$ cat src/rtl/frame_sequencer_pkg.sv
// Shared sound-unit timebase constants: step width, reset step, per-step schedule masks
// and default sizing for frame_sequencer.
package apu_pkg;

  localparam int unsigned FS_STEP_W    = 3;
  typedef logic [FS_STEP_W-1:0] fs_step_t;

  localparam fs_step_t    STEP_RESET   = 3'd7;

  // bit n set = strobe fires when step n is entered
  localparam logic [7:0]  LEN_STEPS    = 8'b0101_0101;
  localparam logic [7:0]  SWEEP_STEPS  = 8'b0100_0100;
  localparam logic [7:0]  ENV_STEPS    = 8'b1000_0000;

  localparam int unsigned DEF_NUM_CH   = 4;
  localparam int unsigned DEF_PRESCALE = 8192;

  function automatic logic sched_hit(input logic [7:0] mask, input fs_step_t s);
    return mask[s];
  endfunction

endpackage

$ cat src/rtl/frame_sequencer_if.sv
// Control/strobe bundle between the sound-unit core and frame_sequencer.
interface frame_sequencer_if #(
  parameter int unsigned NUM_CH = 4
);
  logic              apu_en;
  logic [NUM_CH-1:0] len_en;
  logic [NUM_CH-1:0] trigger;
  logic [2:0]        step;
  logic              len_tick;
  logic              sweep_tick;
  logic              env_tick;
  logic [NUM_CH-1:0] len_clk;

  modport master (
    output apu_en, len_en, trigger,
    input  step, len_tick, sweep_tick, env_tick, len_clk
  );

  modport slave (
    input  apu_en, len_en, trigger,
    output step, len_tick, sweep_tick, env_tick, len_clk
  );
endinterface

$ cat src/rtl/frame_sequencer_prescaler.sv
// fs_prescaler: divides the system clock down to the frame-step advance pulse.
module fs_prescaler
  import apu_pkg::*;
#(
  parameter int unsigned PRESCALE = DEF_PRESCALE
) (
  input  logic clk,
  input  logic rst_n,
  input  logic clr,
  input  logic en,
  output logic adv
);

  localparam int unsigned CNT_W = $clog2(PRESCALE);
  localparam logic [CNT_W-1:0] LAST = CNT_W'(PRESCALE - 1);

  logic [CNT_W-1:0] pre_cnt_q, pre_cnt_d;

  always_comb begin
    pre_cnt_d = pre_cnt_q;
    adv       = 1'b0;
    if (clr) begin
      pre_cnt_d = '0;
    end else if (en) begin
      if (pre_cnt_q == LAST) begin
        pre_cnt_d = '0;
        adv       = 1'b1;
      end else begin
        pre_cnt_d = pre_cnt_q + 1'b1;
      end
    end
  end

  always_ff @(posedge clk or negedge rst_n) begin
    if (!rst_n) pre_cnt_q <= '0;
    else        pre_cnt_q <= pre_cnt_d;
  end

endmodule

$ cat src/rtl/frame_sequencer.sv
// 512 Hz frame sequencer: 8-step schedule, length/sweep/envelope strobes, qualified
// per-channel length clocks. LEN_EXTRA_CLOCK_EN adds the extra length clock on len_en rise.
module frame_sequencer
  import apu_pkg::*;
#(
  parameter int unsigned PRESCALE = DEF_PRESCALE,
  parameter int unsigned NUM_CH   = DEF_NUM_CH
) (
  input  logic             clk,
  input  logic             rst_n,
  frame_sequencer_if.slave bus
);

  logic              adv;
  fs_step_t          step_q, step_d;
  logic              len_tick_q, len_tick_d;
  logic              sweep_tick_q, sweep_tick_d;
  logic              env_tick_q, env_tick_d;
  logic [NUM_CH-1:0] len_clk_q, len_clk_d;
`ifdef LEN_EXTRA_CLOCK_EN
  logic [NUM_CH-1:0] len_en_q, len_en_d;
`endif

  fs_prescaler #(.PRESCALE(PRESCALE)) u_prescaler (
    .clk   (clk),
    .rst_n (rst_n),
    .clr   (!bus.apu_en),
    .en    (bus.apu_en),
    .adv   (adv)
  );

  always_comb begin
    step_d       = step_q;
    len_tick_d   = 1'b0;
    sweep_tick_d = 1'b0;
    env_tick_d   = 1'b0;
    len_clk_d    = '0;
`ifdef LEN_EXTRA_CLOCK_EN
    len_en_d     = len_en_q;
`endif
    if (!bus.apu_en) begin
      step_d = STEP_RESET;
`ifdef LEN_EXTRA_CLOCK_EN
      len_en_d = '0;
`endif
    end else begin
      if (adv) begin
        step_d       = step_q + 1'b1;
        len_tick_d   = sched_hit(LEN_STEPS, step_d);
        sweep_tick_d = sched_hit(SWEEP_STEPS, step_d);
        env_tick_d   = sched_hit(ENV_STEPS, step_d);
        len_clk_d    = {NUM_CH{len_tick_d}} & bus.len_en & ~bus.trigger;
      end
`ifdef LEN_EXTRA_CLOCK_EN
      // Enabling length while the upcoming step will not clock it costs one extra clock.
      len_clk_d = len_clk_d |
                  (bus.len_en & ~len_en_q & ~bus.trigger & {NUM_CH{~step_q[0]}});
      len_en_d  = bus.len_en;
`endif
    end
  end

  always_ff @(posedge clk or negedge rst_n) begin
    if (!rst_n) begin
      step_q       <= STEP_RESET;
      len_tick_q   <= 1'b0;
      sweep_tick_q <= 1'b0;
      env_tick_q   <= 1'b0;
      len_clk_q    <= '0;
    end else begin
      step_q       <= step_d;
      len_tick_q   <= len_tick_d;
      sweep_tick_q <= sweep_tick_d;
      env_tick_q   <= env_tick_d;
      len_clk_q    <= len_clk_d;
    end
  end

`ifdef LEN_EXTRA_CLOCK_EN
  always_ff @(posedge clk or negedge rst_n) begin
    if (!rst_n) len_en_q <= '0;
    else        len_en_q <= len_en_d;
  end
`endif

  assign bus.step       = step_q;
  assign bus.len_tick   = len_tick_q;
  assign bus.sweep_tick = sweep_tick_q;
  assign bus.env_tick   = env_tick_q;
  assign bus.len_clk    = len_clk_q;

endmodule
$ cat src/flat_wrapper.sv
// flat-port wrapper written by rule: the top's interface ports become plain ports
module frame_sequencer_flat import apu_pkg::*;
#(
  parameter int unsigned PRESCALE = DEF_PRESCALE,
  parameter int unsigned NUM_CH   = DEF_NUM_CH
)
  (clk, rst_n, bus_apu_en, bus_len_en, bus_trigger, bus_step, bus_len_tick, bus_sweep_tick, bus_env_tick, bus_len_clk);
  frame_sequencer_if #(.NUM_CH(NUM_CH)) bus_i ();
  input  logic clk;
  input  logic rst_n;
  input wire logic [$bits(bus_i.apu_en)-1:0] bus_apu_en;
  input wire logic [$bits(bus_i.len_en)-1:0] bus_len_en;
  input wire logic [$bits(bus_i.trigger)-1:0] bus_trigger;
  output wire logic [$bits(bus_i.step)-1:0] bus_step;
  output wire logic [$bits(bus_i.len_tick)-1:0] bus_len_tick;
  output wire logic [$bits(bus_i.sweep_tick)-1:0] bus_sweep_tick;
  output wire logic [$bits(bus_i.env_tick)-1:0] bus_env_tick;
  output wire logic [$bits(bus_i.len_clk)-1:0] bus_len_clk;
  assign bus_i.apu_en = bus_apu_en;
  assign bus_i.len_en = bus_len_en;
  assign bus_i.trigger = bus_trigger;
  assign bus_step = bus_i.step;
  assign bus_len_tick = bus_i.len_tick;
  assign bus_sweep_tick = bus_i.sweep_tick;
  assign bus_env_tick = bus_i.env_tick;
  assign bus_len_clk = bus_i.len_clk;
  frame_sequencer #(.PRESCALE(PRESCALE), .NUM_CH(NUM_CH)) u_core (.clk(clk), .rst_n(rst_n), .bus(bus_i));
endmodule
$ cat config.mk
export PLATFORM = sky130hd
export DESIGN_NAME = frame_sequencer_flat
export DESIGN_NICKNAME = d
export VERILOG_FILES = /design/src/rtl/frame_sequencer_pkg.sv /design/src/rtl/frame_sequencer_if.sv /design/src/rtl/frame_sequencer_prescaler.sv /design/src/rtl/frame_sequencer.sv /design/src/flat_wrapper.sv
export SDC_FILE = /design/constraint.sdc
export NUM_CORES = 1
export LEC_CHECK = 0
export ABC_CLOCK_PERIOD_IN_PS = 2090
export CAP_MARGIN = 10
export CELL_PAD_IN_SITES_DETAIL_PLACEMENT = 0
export CELL_PAD_IN_SITES_GLOBAL_PLACEMENT = 1
export CORE_MARGIN = 2
export CORE_UTILIZATION = 40
export CTS_CLUSTER_DIAMETER = 120
export DETAILED_ROUTE_END_ITERATION = 10
export DONT_BUFFER_PORTS = 1
export PLACE_DENSITY_LB_ADDON = 0.25
export SLEW_MARGIN = 5
export SYNTH_ARGS = -nofsm -noshare
export SYNTH_HDL_FRONTEND = slang
export SYNTH_HIERARCHICAL = 1
export SYNTH_SLANG_ARGS = --single-unit
export TNS_END_PERCENT = 100
$ cat constraint.sdc
create_clock -name clk -period 2.09 [get_ports clk]
set_input_delay 0.3135 -clock clk [delete_from_list [all_inputs] [get_ports clk]]
set_output_delay 0.3135 -clock clk [all_outputs]
set_load 0.005 [all_outputs]
==> summary.txt <==
Global route
  – GRT Residual Overflow: 0
  – Largest net degree at the start of global routing: 24
  – First-pass GRT wire length: 3.66 mm
  – Vias in the first global route: 809
  – Total track usage: 0.143
  – Initial antenna violation count: 0

Layout
  – Share of the core filled with cells: 0.444
  – Ant. Diodes: 0
  – Commonest non-fill, non-tap cell in the layout: dfrtp_1
  – Finished Layout Cells: 141
  – Share of layout cells above drive strength 1: 0.145
  – Nets: 126
  – Most frequent cells in the layout: dfrtp_1, nor2_1, nand3_1
  – Area Overhead vs Synth: 6.12%

Timing
  – Min cycle time layout: 1840 ps
  – Hold WS: 20.5 ps
  – Fmax: 0.544 GHz
  – Max Slew Vio Count: 0
  – Setup TNS: 0 ps
  – Fin. Hold Viols: 0
  – Worst-margin pin slew: 1010 ps
  – Slew HR: 0.325
  – Part of the cycle the worst path needs: 0.880
  – Final setup violation count: 0
  – RSZ-0062 raised after global routing: false
  – Clk_skew: 3.34 ps

Outcome
  – Status: complete, no violations

Clocking
  – Clock transition at path regs: 130 ps
  – Hold buffer count at CTS: 1
  – CTS sink count: 23
  – TritonCTS clock tree: done
  – Total setup buffers inserted after CTS: 0
  – CTS resizes: 0
  – Clock buffer depth: 2
  – H-tree depth: 1
  – CTS root buf: clkbuf_4
  – Worst-Skew Late Latency: 310 ps
  – Num CTS Buffers: 3

Yosys
  – Cells after Synth: 107
  – Synth Net Count: 122
  – Count of state elements after synthesis: 23
  – Mapped Avg Cell Area: 10.7 µm²
  – Seq/Total Area, Yosys: 0.506
  – Yosys cell types: 30
  – Mapped cell area: 1140 µm²
  – Warnings from Yosys: 6

Route
  – Vias: 763
  – Drt wl/cell: 14.6 µm
  – Routed wire length: 2.06 mm
  – Via-per-instance ratio: 5.41
  – # DRC: 0
  – DRT iter0 DRCs: 29
  – Initial DRT Pass Iterations: 4
  – ANT nets after route: 0

Setup path
  – Critical Path RT: 2330 ps
  – FF-to-FF Start: u_core/u_prescaler/pre_cnt_q[0]$_DFFE_PN0P_
  – Worst EP arrival: 2080 ps
  – CP endpoint kind: flip-flop
  – Critical Path Start Type: flip-flop
  – Setup crit start: u_core/u_prescaler/pre_cnt_q[0]$_DFFE_PN0P_
  – CP Class: reg2reg
  – Reg2reg end: u_core/bus.len_clk[3]$_DFF_PN0_
  – R2R depth: 7
  – CP Max Fanout: 8
  – Crit path to: u_core/bus.len_clk[3]$_DFF_PN0_
  – Reg2Reg Setup Slack: 250 ps

Place
  – Dpl cells: 136
  – Post-DP HPWL: 1.44 mm
  – # port buffers: 0
  – GPL Wtd Cong: 0.779

Floorplanning
  – Die Area: 3310 µm²
  – Height of the die: 57.5 µm
  – Die width: 57.5 µm
  – Starting Density: 0.419
  – Site row count: 19
  – # IOs: 21
  – Core area: 2730 µm²

Min path
  – Hold Path Origin: bus_apu_en
  – Class of the worst hold path: in2reg

Power
  – Power per cell area: 562 nW/µm²
  – Max rail drop VDD: 347 µV
  – Total power draw: 0.000683 W
  – P_leak: 0.529 nW

Run
  – Number of max-cap violations: 0
==> power breakdown <==
part / switching, W / internal [W] / total [W]
logic: 0.0000165 / 0.00000838 / 0.0000249
clock network: 0.000135 / 0.0000716 / 0.000207
registers: 0.00000321 / 0.000448 / 0.000451
==> Yosys cell counts <==
cell type	count	area [µm²]
and3_1	4	25.0
dfstp_2	3	78.8
o211ai_1	1	7.51
inv_1	4	15.0
ha_1	4	50.1
nand3_4	1	17.5
and4_1	2	17.5
or3_1	1	6.26
a31oi_1	2	12.5
nand2b_1	5	31.3
buf_2	2	10.0
xor2_1	6	52.6
nand4_1	4	25.0
nor3b_1	1	7.51
xnor2_1	5	43.8
nor3b_2	4	50.1
and3_2	1	7.51
and4_4	1	11.3
nand3_1	7	35.0
nand2_1	4	15.0
o21a_1	1	7.51
o21ai_0	2	10.0
nor3_1	1	5.00
clkbuf_1	1	3.75
o2111ai_1	1	8.76
a21oi_1	4	20.0
nand3_2	1	10.0
dfrtp_1	20	500
nor2_1	12	45.0
nand3b_1	2	15.0
==> routing by layer <==
metal,routed length [µm],vias to the layer above,global-route usage
met4,42,0,0.0698
met1,951,364,0.190
met5,0,-,0
li1,-,377,-
met3,104,5,0.0340
met2,964,17,0.219
==> layout make-up <==
class	count	area [µm²]
clock buffers	3	22.5
clock inverters	1	5.00
multi-input cells	77	537
inverters	4	15.0
well taps	31	38.8
repair buffers	2	17.5
flip-flops and latches	23	579
fillers	250	1520
==> metrics by stage <==
| stage | setup WS [ps] | cell area (µm²) |
|---|---|---|
| floorplan | 464 | 1140 |
| global placement | 365 | 1180 |
| detailed placement | 298 | 1180 |
| CTS | 256 | 1210 |
| global route | 104 | 1210 |
| finish | 250 | 1210 |
==> critical path, stage by stage, from the launching register on <==
cell and delay (ps):
dfrtp_1 420, ha_1 240, and4_1 240, nand3_1 140
nor3b_1 230, buf_4 200, nand3_4 120, nor3b_2 180
==> how the worst min path moves through the flow <==
| stage | to | cells after the start |
|---|---|---|
| floorplan | u_core/bus.env_tick$_DFF_PN0_ | 0 |
| global placement | u_core/u_prescaler/pre_cnt_q[12]$_DFFE_PN0P_ | 0 |
| detailed placement | u_core/u_prescaler/pre_cnt_q[12]$_DFFE_PN0P_ | 0 |
| CTS | u_core/bus.step[0]$_DFFE_PN1P_ | 1 |
| global route | u_core/bus.step[0]$_DFFE_PN1P_ | 1 |
| finish | u_core/bus.step[0]$_DFFE_PN1P_ | 1 |
==> sequential cells by signal, summed over array words and instances (netlist names) <==
signal	flops
u_core/bus.len_clk	4
u_core/bus.env_tick	1
u_core/bus.sweep_tick	1
u_core/u_prescaler/pre_cnt_q	13
u_core/bus.len_tick	1
u_core/bus.step	3
==> cell families (layout without fill, tap and decap cells) <==
kind of cell,after synthesis,count (layout),share of synthesized area
XOR/XNOR,11,11,0.0842
AO/OA/AOI/OAI,11,11,0.0579
AND/OR/NAND/NOR,51,51,0.283
adder cells (fa/ha/maj),4,4,0.0437
flip-flops,23,23,0.506
buffers and inverters,7,10,0.0251
Note: power is estimated with default switching activity, not from simulation.
